File: config.mk
export PLATFORM = sky130hd
export DESIGN_NAME = noc_port_arbiter_flat
export DESIGN_NICKNAME = d
export VERILOG_FILES = /design/src/rtl/noc_port_arbiter_if.sv /design/src/rtl/noc_port_arbiter.sv /design/src/flat_wrapper.sv
export SDC_FILE = /design/constraint.sdc
export NUM_CORES = 1
export LEC_CHECK = 0
export CAP_MARGIN = 20
export CORE_MARGIN = 3
export CORE_UTILIZATION = 50
export CTS_BUF_LIST = sky130_fd_sc_hd__clkbuf_4 sky130_fd_sc_hd__clkbuf_8
export DETAILED_ROUTE_END_ITERATION = 6
export PLACE_DENSITY = 0.88
export RECOVER_POWER = 50
export SETUP_SLACK_MARGIN = 0.02
export SLEW_MARGIN = 10
export SYNTH_ARGS = -nofsm -noshare
export SYNTH_HDL_FRONTEND = slang
export SYNTH_SLANG_ARGS = --single-unit
File: constraint.sdc
create_clock -name i_sclk -period 4.7 [get_ports i_sclk]
set_clock_uncertainty 0.2 [all_clocks]
set_input_delay 0.705 -clock i_sclk [delete_from_list [all_inputs] [get_ports i_sclk]]
set_output_delay 0.705 -clock i_sclk [all_outputs]
set_load 0.02 [all_outputs]
File: src/rtl/noc_port_arbiter_if.sv
// Handshake bundle between the requesting input ports, the output-port
// arbiter and the downstream link of one NoC switch output.
interface noc_port_arbiter_if #(
  parameter int DataWidth = 32,
  parameter int AddrWidth = 3,
  parameter int NumReq    = 3
);
  localparam int W = DataWidth + AddrWidth;

  logic [NumReq*W-1:0] i_req_data;
  logic [NumReq-1:0]   i_req_valid;
  logic [NumReq-1:0]   o_req_ready;
  logic [W-1:0]        o_data;
  logic                o_data_valid;
  logic                i_data_ready;
  logic [NumReq-1:0]   o_grant;

  modport slave (
    input  i_req_data, i_req_valid, i_data_ready,
    output o_req_ready, o_data, o_data_valid, o_grant
  );

  modport master (
    output i_req_data, i_req_valid, i_data_ready,
    input  o_req_ready, o_data, o_data_valid, o_grant
  );
endinterface

File: src/rtl/noc_port_arbiter.sv
// Round-robin output-port arbiter: picks one in-window requester per cycle and
// registers the winning flit into a 2-entry output FIFO.
module noc_port_arbiter #(
  parameter int DataWidth = 32,
  parameter int AddrWidth = 3,
  parameter int NumReq    = 3,
  parameter int DestMin   = 0,
  parameter int DestMax   = 3
) (
  input  logic               i_sclk,
  input  logic               i_reset,
  noc_port_arbiter_if.slave  bus
);
  localparam int W    = DataWidth + AddrWidth;
  localparam int PtrW = (NumReq > 1) ? $clog2(NumReq) : 1;

  typedef logic [PtrW-1:0] ptr_t;

  logic [NumReq-1:0]   eligible_s;
  logic [2*NumReq-1:0] rotated_s;
  logic                found_s;
  ptr_t                winner_s;
  ptr_t                ptr_next_s;
  logic [W-1:0]        win_flit_s;
  logic                space_s;
  logic                accept_s;
  logic                drain_s;
  logic [NumReq-1:0]   ready_s;

  ptr_t                ptr_r;
  logic [1:0]          count_r;
  logic                head_r;
  logic                tail_r;
  logic [W-1:0]        mem_r [2];
  logic [NumReq-1:0]   grant_r;

  // Signed compare keeps the window test free of unsigned-constant corner cases.
  function automatic logic in_window_f(input logic [AddrWidth-1:0] addr);
    int addr_v;
    addr_v = int'(addr);
    return (addr_v >= DestMin) && (addr_v <= DestMax);
  endfunction

  // Per-requester eligibility: valid and destination inside this port's window.
  always_comb begin
    eligible_s = '0;
    for (int r = 0; r < NumReq; r++) begin
      eligible_s[r] = bus.i_req_valid[r] &&
                      in_window_f(bus.i_req_data[r*W+DataWidth +: AddrWidth]);
    end
  end

  // Round-robin search: rotate eligibility so bit 0 is the requester at ptr.
  always_comb begin
    int sum_v;
    rotated_s = {eligible_s, eligible_s} >> ptr_r;
    found_s   = 1'b0;
    winner_s  = '0;
    sum_v     = 0;
    for (int i = 0; i < NumReq; i++) begin
      if (!found_s && rotated_s[i]) begin
        found_s = 1'b1;
        sum_v   = int'(ptr_r) + i;
        if (sum_v >= NumReq) begin
          sum_v = sum_v - NumReq;
        end else begin
          sum_v = sum_v;
        end
        winner_s = ptr_t'(sum_v);
      end else begin
        found_s = found_s;
      end
    end
  end

  // Winning flit mux and next pointer value.
  always_comb begin
    win_flit_s = '0;
    for (int r = 0; r < NumReq; r++) begin
      if (winner_s == ptr_t'(r)) begin
        win_flit_s = bus.i_req_data[r*W +: W];
      end else begin
        win_flit_s = win_flit_s;
      end
    end
    if (winner_s == ptr_t'(NumReq - 1)) begin
      ptr_next_s = '0;
    end else begin
      ptr_next_s = winner_s + ptr_t'(1);
    end
  end

  // Accept only from registered count; gated while reset is held so no
  // handshake can complete into a buffer that is being cleared.
  always_comb begin
    space_s  = (count_r < 2'd2);
    accept_s = space_s && found_s && i_reset;
    drain_s  = (count_r != 2'd0) && bus.i_data_ready;
    if (accept_s) begin
      ready_s = {{(NumReq-1){1'b0}}, 1'b1} << winner_s;
    end else begin
      ready_s = '0;
    end
  end

  // Pointer, FIFO storage/count and grant history.
  always_ff @(posedge i_sclk or negedge i_reset) begin
    if (!i_reset) begin
      ptr_r    <= '0;
      count_r  <= 2'd0;
      head_r   <= 1'b0;
      tail_r   <= 1'b0;
      mem_r[0] <= '0;
      mem_r[1] <= '0;
      grant_r  <= '0;
    end else begin
      if (accept_s) begin
        mem_r[tail_r] <= win_flit_s;
        tail_r        <= ~tail_r;
        ptr_r         <= ptr_next_s;
      end
      if (drain_s) begin
        head_r <= ~head_r;
      end
      case ({accept_s, drain_s})
        2'b10:   count_r <= count_r + 2'd1;
        2'b01:   count_r <= count_r - 2'd1;
        default: count_r <= count_r;
      endcase
      grant_r <= ready_s & bus.i_req_valid;
    end
  end

  assign bus.o_req_ready  = ready_s;
  assign bus.o_data       = mem_r[head_r];
  assign bus.o_data_valid = (count_r != 2'd0);
  assign bus.o_grant      = grant_r;

endmodule
File: src/flat_wrapper.sv
// flat-port wrapper written by rule: the top's interface ports become plain ports
module noc_port_arbiter_flat 
#(
  parameter int DataWidth = 32,
  parameter int AddrWidth = 3,
  parameter int NumReq    = 3,
  parameter int DestMin   = 0,
  parameter int DestMax   = 3
)
  (i_sclk, i_reset, bus_i_req_data, bus_i_req_valid, bus_i_data_ready, bus_o_req_ready, bus_o_data, bus_o_data_valid, bus_o_grant);
  noc_port_arbiter_if #(.DataWidth(DataWidth), .AddrWidth(AddrWidth), .NumReq(NumReq)) bus_i ();
  input  logic i_sclk;
  input  logic i_reset;
  input wire logic [$bits(bus_i.i_req_data)-1:0] bus_i_req_data;
  input wire logic [$bits(bus_i.i_req_valid)-1:0] bus_i_req_valid;
  input wire logic [$bits(bus_i.i_data_ready)-1:0] bus_i_data_ready;
  output wire logic [$bits(bus_i.o_req_ready)-1:0] bus_o_req_ready;
  output wire logic [$bits(bus_i.o_data)-1:0] bus_o_data;
  output wire logic [$bits(bus_i.o_data_valid)-1:0] bus_o_data_valid;
  output wire logic [$bits(bus_i.o_grant)-1:0] bus_o_grant;
  assign bus_i.i_req_data = bus_i_req_data;
  assign bus_i.i_req_valid = bus_i_req_valid;
  assign bus_i.i_data_ready = bus_i_data_ready;
  assign bus_o_req_ready = bus_i.o_req_ready;
  assign bus_o_data = bus_i.o_data;
  assign bus_o_data_valid = bus_i.o_data_valid;
  assign bus_o_grant = bus_i.o_grant;
  noc_port_arbiter #(.DataWidth(DataWidth), .AddrWidth(AddrWidth), .NumReq(NumReq), .DestMin(DestMin), .DestMax(DestMax)) u_core (.i_sclk(i_sclk), .i_reset(i_reset), .bus(bus_i));
endmodule
==> metrics.txt, run 1 <==
status finished, violations left; failing checks DRC, capacitance limit, slew limit; number of global-route vias before repair 4002; IO Pins 153; Post-Syn Area 4199 µm²; core footprint 7928 µm²; effective utilization at floorplan 0.5297; fin nets 669; FP Rows 32; antenna cell count 0; Reg2Reg Depth 8; drt first pass iters 7; sw frac 0.4259; xor/xnor share of the synthesized area 0.008343; WHS 0.2776 ns; input/output buffers 152; Cell variety after synth 43; Mapped Nets 530; Seq pwr share 0.287; RSZ-0062 raised after global routing false; top post-synthesis cells by area dfrtp_1 47%, mux2_2 9.4%, nand2_1 6.9%, o21ai_1 5.6%, a222oi_1 5.2%; Sink Count 79; P_int 2309 µW; largest family of logic cells by synthesized area compound AO/OA/AOI/OAI gates; setup_tns 0 ns; CP Max Fanout 36; crit path launch type input port; Mapped Cells 415; die footprint 9534 µm²; top cell type's share of synthesized area 0.4708; final-report max-slew violation count 168; Die Height 97.64 µm; syn avg cell area 10.12 µm²; detailed router's first-iteration violation count 227; number of setup violations in the final report 0; critical path data required time 4.76 ns; cell area after layout 5967 µm²; Worst Max-Slew Pin Slew 1.921 ns; Rel. slew slack -0.2808; Worst-path clk slew 0.08 ns; CP Capture Point u_core.mem_r[8]$_DFFE_PN0P_; Top FF cell, synth dfrtp_1; Async S/R FF share, synth 1.000; CP Data Arrival Time 4.38 ns; pwr dens 674.0 nW/µm²; Reg2Reg Setup Slack 0.79 ns; worst r2r dst u_core.mem_r[8]$_DFFE_PN0P_; Detailed Place HPWL 8736 µm; DR vias 3899; Setup CP Type in2reg; number of max-cap violations 3; WL/cell 18.76 µm; Post-synth EDFFs 0; Post-Synth Simple-Gate Area 0.1544; FF+latch count, synth 79; H-tree depth 3; Detailed Route WL 12400 µm; Residual DRC 3; post-CTS sizing 0; sequential cell area fraction in the yosys report 0.4708; post-synthesis compound-gate area fraction 0.2133; fmax 231.7 MHz; Final Hold Fails 0; FILL cells 516; CTS Hold Bufs 0; Worst setup EP type register; Setup Fix Bufs, Post-CTS 0; Min-Delay Path Class reg2reg; Tot GR Track Use 0.2612; Die X 97.64 µm; shortest period the worst path allows 4.315 ns; largest net degree at the start of global routing 80; Area after DPL 5763 µm²; first-pass GRT wire length 20220 µm; Comb pwr share 0.572; initial antenna violation count 0; DR vias/cell 5.899; remaining antenna violation count 0; clk root buf clkbuf_8; Setup crit start bus_i_req_data[34]; final worst path period share 0.9181; Worst-Skew Late Latency 0.35 ns; YS warnings 0; clock power share 0.141; R2R Path Start u_core.ptr_r[0]$_DFFE_PN0N_; routability cong. 0.9140; Synth Area in Adders 0.01192; P&R area growth vs syn 42.10%; sw power 1713 µW; Num CTS Buffers 9; VDD IR-drop max 0.3607 mV; share of post-route cells with drive strength above 1 0.1270; TritonCTS clock tree done; LEAKAGE 0.002584 µW; post-synthesis mux area share 0.09863; gr ovfl total 0; Clock Path Buffers 2; biggest area consumer among synthesized cells dfrtp_1
-- cells in the final DEF (no fill, tap or decap), types with 3 or more instances in the layout --
master           count
clkdlybuf4s50_1    137
dfrtp_1             79
nand2_1             76
o21ai_1             46
mux2_2              35
a222oi_1            22
o31ai_1             20
nor2b_1             16
dlygate4sd3_1       14
nand3b_1            11
a22oi_1             10
clkbuf_8             9
a21oi_1              8
o41ai_1              6
buf_4                6
and3_1               4
ha_1                 4
nand3_1              3
o21ai_0              3
and2_1               3
clkbuf_1             3
-- sequential cells by signal, indices dropped and copies added (netlist names) --
signal and count:
u_core.bus.o_grant 3, u_core.tail_r 1, u_core.head_r 1, u_core.count_r 2
u_core.ptr_r 2, u_core.mem_r 70
-- metrics by stage --
step           power [µW]  instances    util  setup WS, ns
6_report             4022        661  0.7527        0.3849
5_1_grt              4281        661  0.7527        0.2325
4_1_cts              4060        661  0.7554        0.5663
3_5_place_dp         3474        645  0.7270        0.5806
3_3_place_gp         3386        645  0.7270        0.7339
2_1_floorplan        2624        415       -         1.534
-- per-layer routing --
| layer | global-route usage | vias up | wire length [µm] |
|---|---|---|---|
| met5 | 0 | - | 0 |
| met4 | 0.08307 | 0 | 238 |
| met1 | 0.3282 | 1863 | 4915 |
| li1 | - | 1817 | - |
| met3 | 0.06174 | 27 | 1104 |
| met2 | 0.4449 | 192 | 6142 |
-- synthesized netlist by cell type, types with 3 or more instances --
library cell and count:
and2_1 4, ha_1 4, a21oi_1 8, and3_1 4
nor2b_1 16, nand3b_1 11, o31ai_1 20, a222oi_1 22
dfrtp_1 79, nand3_1 3, mux2_2 35, buf_2 5
clkbuf_1 21, nand2_1 77, o41ai_1 6, a22oi_1 10
o21ai_1 47, nor3_2 3, buf_6 4
-- critical path: stages --
cell	delay, ns
dlygate4sd3_1	0.58
nand2b_1	0.24
nor3_1	0.27
o21ai_0	0.17
a32o_1	0.31
o22ai_2	0.18
clkbuf_1	1.25
a222oi_1	0.38
o21ai_1	0.27
-- how the worst min path moves through the flow --
| stage | slack [ns] | startpoint | depth (start not counted) | to |
|---|---|---|---|---|
| after CTS | 0.28 | u_core.mem_r[21]$_DFFE_PN0P_ | 2 | u_core.mem_r[21]$_DFFE_PN0P_ |
| after detailed placement | 0.26 | u_core.mem_r[30]$_DFFE_PN0P_ | 2 | u_core.mem_r[30]$_DFFE_PN0P_ |
| after global routing | 0.31 | u_core.mem_r[51]$_DFFE_PN0P_ | 2 | u_core.mem_r[51]$_DFFE_PN0P_ |
| after floorplan | 0.21 | i_reset | 0 | u_core.bus.o_grant[0]$_DFF_PN0_ |
| after global placement | 0.25 | u_core.mem_r[10]$_DFFE_PN0P_ | 2 | u_core.mem_r[10]$_DFFE_PN0P_ |
| final | 0.28 | u_core.mem_r[40]$_DFFE_PN0P_ | 2 | u_core.mem_r[40]$_DFFE_PN0P_ |
-- cells by family (layout without fill, tap and decap cells) --
family	after synthesis	in the layout
adders and majority gates	4	4
muxes	37	37
xor gates and xnor gates	4	4
DFF	79	79
and+or+nand+nor	129	129
buffers and inverters	37	181
AOI/OAI and AO/OA	125	125
-- layout make-up --
cell class                 count  area, µm²  area share
multi-input combinational    299       2049      0.3435
timing repair buffer         161       1573      0.2636
inverter                       4      15.01    0.002516
clock inverter                 6      93.84     0.01573
sequential                    79       1977      0.3313
clock buffer                  10      131.4     0.02202
tap                          102      127.6     0.02139
-- power by group through the flow --
stage	registers (µW)	logic, µW	clock network [µW]
final	1150	2300	566
after global placement	1140	2250	0
after floorplan	1080	1540	0
after detailed placement	1160	2310	0
after global routing	1190	2490	600
after CTS	1150	2330	575
No activity file was read; power rests on OpenSTA's default activity.
==> run 2, diff against run 1 <==
Settings changed: CORE_UTILIZATION 50 to 45, PLACE_DENSITY 0.88 to 0.81.
==> run 2 against run 1 <==
  * Critical path type is now in2out
  * Final area about the same
  * Combinational power decreased by 3%
  * Worst hold slack about the same
  * Global-route usage fell by 4.4 points
  * The flow still finishes with violations (DRC, capacitance limit, slew limit)
==> metrics.txt, run 2 (synthesized netlist as in run 1, its figures left out) <==
number of max-cap violations 4 (was 3); setup_tns 0 ns (unchanged); largest net degree at the start of global routing 80 (unchanged); Sink Count 79 (unchanged); LEAKAGE 0.002574 µW (was 0.002584 µW); crit path cell chain dlygate4sd3_1, and2b_1, and3_1, o21ai_0, a32o_1, buf_4, a32o_1, and2_1, clkdlybuf4s50_1 (was dlygate4sd3_1, nand2b_1, nor3_1, o21ai_0, a32o_1, o22ai_2, clkbuf_1, a222oi_1, o21ai_1); die footprint 10530 µm² (was 9534 µm²); detailed router's first-iteration violation count 208 (was 227); Setup CP Type in2out (was in2reg); Die Height 102.6 µm (was 97.64 µm); max reg flops 70 (unchanged); Worst-path clk slew 0.08 ns (about the same); final-report max-slew violation count 195 (was 168); drt first pass iters 7 (unchanged); H-tree depth 3 (unchanged); Detailed Place HPWL 8090 µm (was 8736 µm); critical path data required time 3.80 ns (was 4.76 ns); Worst setup EP type primary output (was register); most frequent cells in the layout 144 x clkdlybuf4s50_1, 79 x dfrtp_1, 76 x nand2_1 (was 137 x clkdlybuf4s50_1, 79 x dfrtp_1, 76 x nand2_1); P&R area growth vs syn 42.16% (was 42.10%); Setup Fix Bufs, Post-CTS 0 (unchanged); most common cell after layout, fill and taps aside clkdlybuf4s50_1 (unchanged); WHS 0.2779 ns (was 0.2776 ns); Detailed Route WL 11420 µm (was 12400 µm); total power 3981 µW (was 4022 µW); Min-Delay Path Class reg2reg (unchanged); gr ovfl total 0 (unchanged); fin nets 668 (was 669); Worst Max-Slew Pin Slew 2.226 ns (was 1.921 ns); TritonCTS clock tree done (unchanged); remaining antenna violation count 0 (unchanged); final worst path period share 0.8917 (was 0.9181); CP Max Fanout 11 (was 36); antenna cell count 0 (unchanged); Clock Path Buffers 2 (unchanged); CP Data Arrival Time 3.29 ns (was 4.38 ns); routability cong. 0.8552 (was 0.9140); min setup slack post-route 0.5091 ns (was 0.3849 ns); Worst-Skew Late Latency 0.34 ns (was 0.35 ns); CP max stage delay 0.62 ns (was 1.25 ns); first-pass GRT wire length 18100 µm (was 20220 µm); clk root buf clkbuf_8 (unchanged); area occupied by multi-input gates 2048 µm² (was 2049 µm²); crit path launch type input port (unchanged); Critical-path top delay cell clkdlybuf4s50_1 (was clkbuf_1); FP Rows 34 (was 32); fmax 238.6 MHz (was 231.7 MHz); initial antenna violation count 0 (unchanged); RSZ-0062 raised after global routing false (unchanged); DR vias/cell 5.686 (was 5.899); Top cell by count, worst path a32o_1; shortest period the worst path allows 4.191 ns (was 4.315 ns); share of post-route cells with drive strength above 1 0.1272 (was 0.1270); delay-heaviest family, CP buffers and inverters (unchanged); Final Hold Fails 0 (unchanged); effective utilization at floorplan 0.4723 (was 0.5297); number of global-route vias before repair 3775 (was 4002); pwr dens 666.9 nW/µm² (was 674.0 nW/µm²); Tot GR Track Use 0.2170 (was 0.2612); failing checks DRC, capacitance limit, slew limit (unchanged); Largest Register u_core.mem_r (unchanged); Residual DRC 1 (was 3); CTS Hold Bufs 0 (unchanged); FILL cells 711 (was 516); VDD IR-drop max 0.4717 mV (was 0.3607 mV); status finished, violations left (unchanged); final core occ 0.6714 (was 0.7527); Die X 102.6 µm (was 97.64 µm); Buffers & Inverters on Critical Path 3 (was 2); input/output buffers 152 (unchanged); IO Pins 153 (unchanged); number of setup violations in the final report 0 (unchanged); Place WS 0.6818 ns (was 0.5806 ns); Num CTS Buffers 9 (unchanged); DR vias 3787 (was 3899); WL/cell 17.15 µm (was 18.76 µm); storage element area 1977 µm² (unchanged); post-CTS sizing 0 (unchanged); Rel. slew slack -0.4840 (was -0.2808); core footprint 8891 µm² (was 7928 µm²)
## run 2: tightest hold or removal path: cells and delay by family (launching register included)
kind	cells	cell delay [ns]
AOI/OAI and AO/OA	1	0.05
and+or+nand+nor	1	0.05
DFF	1	0.34
## run 2: area by class of cell
type / instances / share of cell area
Tap cell: 108 / 0.02264
Timing Repair Buffer: 160 / 0.2628
Multi-Input combinational cell: 299 / 0.3431
Clock buffer: 10 / 0.02201
Inverter: 4 / 0.002515
Clock inverter: 6 / 0.01572
Sequential cell: 79 / 0.3312
## run 2: final timing paths
path	slack, ns	cells after the start	from	end
min in group asynchronous	0.80	2	i_reset	u_core.count_r[0]$_DFFE_PN0P_
hold reg to reg	0.28	2	u_core.mem_r[51]$_DFFE_PN0P_	u_core.mem_r[51]$_DFFE_PN0P_
max in group asynchronous	2.33	2	i_reset	u_core.mem_r[41]$_DFFE_PN0P_
setup reg to reg	0.81	8	u_core.ptr_r[0]$_DFFE_PN0N_	u_core.mem_r[25]$_DFFE_PN0P_
hold / removal	0.28	2	u_core.mem_r[51]$_DFFE_PN0P_	u_core.mem_r[51]$_DFFE_PN0P_
setup / recovery	0.51	9	bus_i_req_data[104]	bus_o_req_ready[1]
## run 2: per-layer routing
layer	vias to the layer above	wire (µm)	track usage
met5	-	0	0
met1	1802	4655	0.2792
met2	155	5700	0.3729
li1	1815	-	-
met3	15	905	0.04195
met4	0	161	0.06256
## run 2: metrics by stage
step / instance area, µm² / std cells
global placement: 5764 / 650
finish: 5969 / 666
global route: 5969 / 666
floorplan: 4199 / 415
detailed placement: 5764 / 650
CTS: 5989 / 666
## run 2: power by group
group | switching [µW] | internal (µW)
registers | 225 | 966
logic | 1180 | 1050
clock network | 258 | 309
total | 1660 | 2320
